--- config.mk ---
export PLATFORM = sky130hd
export DESIGN_NAME = x_delay_line_meas
export DESIGN_NICKNAME = d
export VERILOG_FILES = /design/src/rtl/x_delay_line_pkg.sv /design/src/rtl/x_dl_edge_find.sv /design/src/rtl/x_delay_line_meas.sv
export SDC_FILE = /design/constraint.sdc
export NUM_CORES = 1
export LEC_CHECK = 0
export BUFFER_PORTS_ARGS = -buffer_cell sky130_fd_sc_hd__buf_4
export CAP_MARGIN = 20
export CORE_MARGIN = 2
export CORE_UTILIZATION = 47
export DETAILED_ROUTE_END_ITERATION = 8
export PLACE_DENSITY_LB_ADDON = 0.15
export SETUP_SLACK_MARGIN = 0.4
export SLEW_MARGIN = 30
export SYNTH_ARGS = -nofsm -noshare
export SYNTH_HDL_FRONTEND = slang
export SYNTH_SLANG_ARGS = --single-unit
export TNS_END_PERCENT = 100
--- constraint.sdc ---
create_clock -name i_clk -period 2.2 [get_ports i_clk]
set_input_delay 0.11 -clock i_clk [delete_from_list [all_inputs] [get_ports i_clk]]
set_output_delay 0.11 -clock i_clk [all_outputs]
set_load 0.02 [all_outputs]
--- src/rtl/x_delay_line_pkg.sv ---
// Shared defaults and types for the delay-line measurement block.
package x_delay_line_pkg;

    localparam int DW_DEF       = 32;
    localparam int WIN_LOG2_DEF = 4;
    localparam int POSW_DEF     = $clog2(DW_DEF + 1);

    typedef logic [POSW_DEF-1:0] pos_t;

    typedef enum logic [1:0] {
        ST_IDLE  = 2'd0,
        ST_ACCUM = 2'd1,
        ST_DONE  = 2'd2
    } state_t;

endpackage

--- src/rtl/x_dl_edge_find.sv ---
// Edge position finder: count of contiguous taps from bit 0 equal to bit 0, registered.
// X_DL_MEAS_BUBBLE_FIX_EN enables a 3-tap majority filter on interior taps ahead of the search.
module x_dl_edge_find
    import x_delay_line_pkg::*;
#(
    parameter int  DW   = DW_DEF,
    localparam int POSW = $clog2(DW + 1)
) (
    input  logic            i_clk,
    input  logic            i_rst_n,
    input  logic [DW-1:0]   i_data,
    output logic [POSW-1:0] o_pos
);

    logic [DW-1:0]   taps;
    logic [POSW-1:0] pos_c;

`ifdef X_DL_MEAS_BUBBLE_FIX_EN
    always_comb begin
        taps = i_data;
        for (int i = 1; i < DW - 1; i++) begin
            taps[i] = (i_data[i-1] & i_data[i]) | (i_data[i-1] & i_data[i+1]) |
                      (i_data[i] & i_data[i+1]);
        end
    end
`else
    assign taps = i_data;
`endif

    // Descending scan so the lowest differing tap wins; no difference means DW.
    always_comb begin
        pos_c = POSW'(DW);
        for (int i = DW - 1; i >= 1; i--) begin
            if (taps[i] != taps[0]) pos_c = POSW'(i);
        end
    end

    always_ff @(posedge i_clk) begin
        if (!i_rst_n) o_pos <= '0;
        else          o_pos <= pos_c;
    end

endmodule

--- src/rtl/x_delay_line_meas.sv ---
// Delay-line window statistics: min/max/sum/avg/saturation of edge position over 2^WIN_LOG2 samples.
// Optional macro X_DL_MEAS_BUBBLE_FIX_EN (bubble filter inside x_dl_edge_find).
module x_delay_line_meas
    import x_delay_line_pkg::*;
#(
    parameter int  DW       = DW_DEF,
    parameter int  WIN_LOG2 = WIN_LOG2_DEF,
    localparam int POSW     = $clog2(DW + 1),
    localparam int SUMW     = POSW + WIN_LOG2,
    localparam int CNTW     = WIN_LOG2 + 1
) (
    input  logic            i_clk,
    input  logic            i_rst_n,
    input  logic [DW-1:0]   i_data,
    input  logic            i_start,
    output logic            o_busy,
    output logic            o_valid,
    input  logic            i_ready,
    output logic [POSW-1:0] o_min,
    output logic [POSW-1:0] o_max,
    output logic [SUMW-1:0] o_sum,
    output logic [POSW-1:0] o_avg,
    output logic [CNTW-1:0] o_sat_cnt
);

    localparam logic [CNTW-1:0] CNT_N    = CNTW'(1 << WIN_LOG2);
    localparam logic [POSW-1:0] POS_FULL = POSW'(DW);

    state_t          state_q, state_d;
    logic            start_acc, smp_vld, pos_vld, last_upd;
    logic [CNTW-1:0] dcnt_q;
    logic [POSW-1:0] pos_q, min_q, max_q, min_nxt, max_nxt;
    logic [SUMW-1:0] sum_q, sum_nxt;
    logic [CNTW-1:0] sat_q, sat_nxt;

    x_dl_edge_find #(.DW(DW)) u_edge (
        .i_clk   (i_clk),
        .i_rst_n (i_rst_n),
        .i_data  (i_data),
        .o_pos   (pos_q)
    );

    always_comb begin
        sum_nxt = sum_q + SUMW'(pos_q);
        min_nxt = (pos_q < min_q) ? pos_q : min_q;
        max_nxt = (pos_q > max_q) ? pos_q : max_q;
        sat_nxt = sat_q + CNTW'(pos_q == POS_FULL);
    end

    always_ff @(posedge i_clk) begin
        if (!i_rst_n) state_q <= ST_IDLE;
        else          state_q <= state_d;
    end

    // smp_vld marks cycles whose i_data is a window sample; pos_vld trails it by the edge-find register.
    always_comb begin
        state_d   = state_q;
        start_acc = 1'b0;
        smp_vld   = 1'b0;
        last_upd  = 1'b0;
        o_busy    = 1'b0;
        o_valid   = 1'b0;
        case (state_q)
            ST_IDLE: begin
                if (i_start) begin
                    start_acc = 1'b1;
                    state_d   = ST_ACCUM;
                end
            end
            ST_ACCUM: begin
                o_busy   = 1'b1;
                smp_vld  = (dcnt_q != CNT_N);
                last_upd = pos_vld && !smp_vld;
                if (last_upd) state_d = ST_DONE;
            end
            ST_DONE: begin
                o_valid = 1'b1;
                if (i_ready) begin
                    start_acc = i_start;
                    state_d   = i_start ? ST_ACCUM : ST_IDLE;
                end
            end
            default: state_d = ST_IDLE;
        endcase
    end

    always_ff @(posedge i_clk) begin
        if (!i_rst_n) begin
            pos_vld   <= 1'b0;
            dcnt_q    <= '0;
            sum_q     <= '0;
            min_q     <= '0;
            max_q     <= '0;
            sat_q     <= '0;
            o_min     <= '0;
            o_max     <= '0;
            o_sum     <= '0;
            o_avg     <= '0;
            o_sat_cnt <= '0;
        end else begin
            pos_vld <= smp_vld;
            if (start_acc) begin
                dcnt_q <= '0;
                sum_q  <= '0;
                min_q  <= POS_FULL;
                max_q  <= '0;
                sat_q  <= '0;
            end else begin
                if (smp_vld) dcnt_q <= dcnt_q + 1'b1;
                if (pos_vld) begin
                    sum_q <= sum_nxt;
                    min_q <= min_nxt;
                    max_q <= max_nxt;
                    sat_q <= sat_nxt;
                end
            end
            // Results publish only on the final update, so they stay stable through DONE and beyond.
            if (last_upd) begin
                o_min     <= min_nxt;
                o_max     <= max_nxt;
                o_sum     <= sum_nxt;
                o_avg     <= POSW'(sum_nxt >> WIN_LOG2);
                o_sat_cnt <= sat_nxt;
            end
        end
    end

endmodule

Word-level counts from Yosys, hierarchy flattened:

Index checks and enable logic that the tools add are counted.

* eq/ne operators: 38
* mux-type cells: 47
* bitwise operators: 1
* $lt $le $gt $ge: 2
* reductions and logical operators: 11
* add/sub/neg operators: 3

Operators by type and width (count)
* $mux W5: 15
* $mux W4: 8
* $ne A1 B1 Y1: 31
* $reduce_or A31 Y1: 1
* $mux W6: 5
* $reduce_or A16 Y1: 1
* $mux W3: 4
* $add A10 B6 Y10: 1
* $mux W2: 5
* $mux W1: 8
* $reduce_or A8 Y1: 1
* $eq A6 B6 Y1 const B: 1
* $gt A6 B6 Y1: 1
* $lt A6 B6 Y1: 1
* $ne A2 B2 Y1 const B: 3
* $pmux W2 S3: 1
* $add A5 B1 Y5: 1
* $add A5 B1 Y5 const B: 1
* $ne A5 B5 Y1 const B: 1
* $reduce_or A2 Y1: 2
* $reduce_or A4 Y1: 1
* $reduce_and A3 Y1: 1
* $eq A2 B1 Y1 const B: 1
* $eq A2 B2 Y1 const B: 1
* other kinds (6): 6

* input port bits: 36
* register bits after elaboration: 74
* logic and storage cells: 121

Longest topological paths before layout:

* depth after elaboration: 32
* mapped depth: 9
* depth with buffers taken out: 9

Modules after synthesis:

From an unflattened synthesis, not the netlist that was laid out.

* cells, all modules: 502
* area total of the unflattened synthesis: 4164.0 um^2

Modules (own cells, without submodules)
* x_delay_line_meas: instances 1, seq. area each 1241.2 um^2, area an instance 3190.6 um^2, cells an instance 348
* x_dl_edge_find: instances 1, seq. area each 120.1 um^2, area an instance 973.4 um^2, cells an instance 154

Worst setup path before layout:

OpenSTA, ideal clock, no wires.

* path kind: reg-to-reg
* from: register u_edge.o_pos[2]
* to: register o_sat_cnt[4]
* period minus slack after synthesis: 1.938 ns
* slack: 0.262 ns
* data arrival time: 1.822 ns
* stages on the path, launching flop included: 9
* path buffers: 0
* cell sequence: dfxtp_1 > or4b_1 > nor3_1 > ha_1 > ha_1 > nand3_1 > xor2_1 > nand2_1 > o211a_1

* word-level cells in the longest chain between the ends: 2

Ends and longest elaborated chain
* start, declared: line x_dl_edge_find.sv:12 `output logic [POSW-1:0] o_pos`
* start signal, assigned: line x_dl_edge_find.sv:40 `else o_pos <= pos_c;`
* $eq A6 B6 Y1: line x_delay_line_meas.sv:47 `sat_nxt = sat_q + CNTW'(pos_q == POS_FULL);`
* $add A5 B1 Y5: line x_delay_line_meas.sv:47
* end signal, assigned: line x_delay_line_meas.sv:123 `o_sat_cnt <= sat_nxt;`
* end, declared: line x_delay_line_meas.sv:23 `output logic [CNTW-1:0] o_sat_cnt`

No other way between the ends.
A chain may end at the register's enable or synchronous reset.

Worst setup path after layout:

* from: register u_edge.o_pos[2]
* to: register sum_q[9]

* word-level cells in the longest chain between the ends: 1

Ends and longest elaborated chain
* $add A10 B6 Y10: line x_delay_line_meas.sv:44 `sum_nxt = sum_q + SUMW'(pos_q);`
* end signal, assigned: line x_delay_line_meas.sv:111 `sum_q <= sum_nxt;`
* end, declared: line x_delay_line_meas.sv:33 `logic [SUMW-1:0] sum_q, sum_nxt;`

No other way between the ends.

==> results.md <==
* Remaining DRCs at 0
* Number of antenna violations at the first check in global routing at 0
* Number of flops mapped to enable cells by yosys at 0
* Remaining Overflow, GRT at 0
* Multiplexer fraction of the synthesized cell area at 0.0492
* Critical path class: reg2reg
* All-layer global routing usage at 0.206
* Mean routed wirelength per cell at 14.4 um
* Fraction of registers with async set or reset after synthesis at 0
* Number of rows in the core area at 33
* Max-cap viol count at 0
* Setup Total Neg Slack at 0 ns
* Syn nets at 581
* Post-route total power at 2.70 mW
* Unrepaired setup endpoints after global routing: true
* Run status: completed
* Pin count of the biggest net entering global routing at 45
* TritonCTS Buffers at 9
* Predominant post-synthesis flop cell: sky130_fd_sc_hd__dfxtp_1
* Final cell utilization of the core at 0.667
* Post-DP Area at 4680 um2
* Final setup violating endpoints at 0
* Post-Synthesis Mean Instance Area at 7.78 um2
* Die Y at 97.0 um
* Pin slew with the least headroom to its limit at 0.524 ns
* Starting density of the core at 0.490
* Total of hold buffers inserted after clock tree synthesis at 0
* Number of buffers on the longest clock path at 2
* Number of unique standard cell types used by synthesis at 55
* Netlist area before placement at 4070 um2
* Max Clock Freq at 0.505 GHz
* Critical Path Start Type: register
* Number of I/O port buffers at 70
* Summed area of non-filler cells in the final layout at 5540 um2
* Root buffer cell: sky130_fd_sc_hd__clkbuf_8
* Element type at the critical path end: register
* Leakage power at 2.21 nW
* Syn Inst Count at 523
* Number of clock sinks at 68
* Width of the chip at 97.0 um
* Peak supply drop at 0.404 mV
* Yosys warnings at 0
* Clock insertion delay at the later pin of the skew report at 0.35 ns
* Worst relative slew slack at 0.650
* Dominant combinational cell family by area after synthesis: simple AND/OR/NAND/NOR gates
* Die Area at 9410 um2
* Global-route wire length before repair at 16.4 mm
* Post-DP HPWL at 6.65 mm
* Antenna Cells at 0
* Vias in the first global route at 3641
* Hold Fails Final Rpt at 0
* Vias at 3924
* Maximum clock skew at final layout at 0.0115 ns
* FILL cells at 685
* Final period demand of the worst path at 1.98 ns
* Number of nets in the finished design at 663
* Total power divided by cell area at 488 nW/um2
* Area of all sequential standard cells at 1380 um2
* H-tree lvl count at 3
* Required time at the endpoint of the critical path at 2.48 ns
* Drt via density at 5.49
* Post-synthesis compound-gate area fraction at 0.207
* Number of pins with negative max-slew slack in the final report at 0
* Area of combinational cells with multiple inputs at 2910 um2
* Simple-gate share of the synthesized area at 0.230
* Data arrival time at the worst-slack endpoint at 2.26 ns
* Area overhead of the layout relative to synthesis at 36.1%
* Share of post-route cells with drive strength above 1 at 0.328
* Antenna Nets Post-Route at 0
* Classification of the worst-slack hold path: in2reg
* Final worst path period share at 0.900
* RePlAce Congestion at 0.833
* Worst-case hold slack at 0.103 ns
* Post-Synth XOR/XNOR Area at 0.0452
* TritonCTS clock tree: built
* Initial DRC Count at 173
* Area of the core region at 8300 um2
* Most common cell after layout, fill and taps aside: sky130_fd_sc_hd__buf_4
* Sequential element share of the synthesized area at 0.335
* Clock transition time at the flip-flop clock pins of the worst setup and hold paths at 0.07 ns
* Total length of routed wires at 10.3 mm
* Top Ports at 71
* Post-synthesis register bit count at 68
* DRT Pass-1 Iters at 4
* Adder and majority gate portion of the synthesized area at 0.0695
* Maximum fanout encountered on the critical timing path at 5
* Commonest non-fill, non-tap cells in the layout: sky130_fd_sc_hd__buf_4, sky130_fd_sc_hd__dfxtp_1, sky130_fd_sc_hd__nor2_1
cell usage after synthesis (3+ instances only):
cell type / count / area share
sky130_fd_sc_hd__a211oi_1: 6 / 0.011
sky130_fd_sc_hd__a21boi_1: 9 / 0.017
sky130_fd_sc_hd__a21o_1: 3 / 0.0055
sky130_fd_sc_hd__a21oi_1: 50 / 0.062
sky130_fd_sc_hd__and3_1: 5 / 0.0077
sky130_fd_sc_hd__buf_2: 5 / 0.0062
sky130_fd_sc_hd__buf_4: 7 / 0.013
sky130_fd_sc_hd__clkbuf_1: 20 / 0.018
sky130_fd_sc_hd__dfxtp_1: 68 / 0.33
sky130_fd_sc_hd__ha_1: 21 / 0.065
sky130_fd_sc_hd__inv_1: 24 / 0.022
sky130_fd_sc_hd__mux2i_1: 20 / 0.049
sky130_fd_sc_hd__nand2_1: 52 / 0.048
sky130_fd_sc_hd__nand2b_1: 6 / 0.0092
sky130_fd_sc_hd__nand3_1: 30 / 0.037
sky130_fd_sc_hd__nand3b_1: 3 / 0.0055
sky130_fd_sc_hd__nand4_1: 6 / 0.0092
sky130_fd_sc_hd__nor2_1: 57 / 0.053
sky130_fd_sc_hd__nor2b_1: 6 / 0.0092
sky130_fd_sc_hd__nor3_1: 14 / 0.017
sky130_fd_sc_hd__o211a_1: 4 / 0.0098
sky130_fd_sc_hd__o211ai_1: 5 / 0.0092
sky130_fd_sc_hd__o21a_1: 5 / 0.0092
sky130_fd_sc_hd__o21ai_0: 24 / 0.030
sky130_fd_sc_hd__o21ai_1: 5 / 0.0062
sky130_fd_sc_hd__o22ai_1: 4 / 0.0062
sky130_fd_sc_hd__o31ai_1: 3 / 0.0055
sky130_fd_sc_hd__or3_1: 8 / 0.012
sky130_fd_sc_hd__xnor2_1: 10 / 0.022
sky130_fd_sc_hd__xor2_1: 11 / 0.024
critical path, cell delays in order, from the launching register on:
cell and delay [ns]:
sky130_fd_sc_hd__dfxtp_4 0.34, sky130_fd_sc_hd__buf_6 0.11, sky130_fd_sc_hd__buf_8 0.13, sky130_fd_sc_hd__ha_4 0.28
sky130_fd_sc_hd__o21ai_2 0.05, sky130_fd_sc_hd__o21bai_1 0.20, sky130_fd_sc_hd__a31o_2 0.25, sky130_fd_sc_hd__nand2_2 0.09
sky130_fd_sc_hd__or3_4 0.35, sky130_fd_sc_hd__a21oi_2 0.12
stage by stage:
stage	std cells	worst slack [ns]
3_3_place_gp	675	0.197
5_1_grt	715	0.113
2_1_floorplan	523	0.344
4_1_cts	712	0.172
6_report	715	0.221
3_5_place_dp	675	0.161
report_power, final:
group,switching [mW],internal [mW],total [mW]
Sequential,0.0162,1.24,1.26
Combinational,0.279,0.227,0.506
Clock,0.463,0.472,0.936
Total,0.759,1.94,2.70
what timing repair did:
item / 4_1_cts / 5_1_grt
endpoints found under the setup margin: 34 / 44
cloned: 1 / 0
buffers inserted: 20 / 3
resized for setup: 42 / 60
pin swaps: 23 / 45
registers in the layout, summed over array words and instances, names as in the netlist:
signal and cells:
dcnt_q 5, max_q 6, min_q 6, o_max 6
o_min 6, o_sat_cnt 5, o_sum 10, pos_vld 1
sat_q 5, state_q 2, sum_q 10, u_edge.o_pos 6
final timing paths:
check | startpoint | end | slack [ns] | cells past startpoint
min | i_rst_n | u_edge.o_pos[2] | 0.10 | 3
min reg2reg | o_sum[2] | o_sum[2] | 0.46 | 2
max reg2reg | u_edge.o_pos[2] | sum_q[9] | 0.22 | 9
max | u_edge.o_pos[2] | sum_q[9] | 0.22 | 9
cells by family after synthesis:
| logic type | Yosys count |
|---|---|
| compound gates | 134 |
| xor+xnor | 21 |
| fa+ha+maj | 22 |
| buf+inv | 59 |
| flops | 68 |
| mux | 20 |
| simple gates | 199 |
final cells by class:
| cell class | instances | share of cell area |
|---|---|---|
| repair buffers | 106 | 0.153 |
| well taps | 105 | 0.0237 |
| flip-flops and latches | 68 | 0.250 |
| inverters | 24 | 0.0163 |
| multi-input cells | 396 | 0.525 |
| clock inverters | 4 | 0.00407 |
| clock buffers | 12 | 0.0283 |
metal layers:
layer / share of wire / global-route usage / wire length, um / up-vias
li1: - / - / - / 2002
met1: 0.47 / 0.277 / 4800 / 1818
met2: 0.48 / 0.329 / 4920 / 90
met3: 0.040 / 0.0361 / 414 / 14
met4: 0.016 / 0.0780 / 167 / 0
met5: 0 / 0 / 0 / -
No activity file was read; power rests on OpenSTA's default activity.
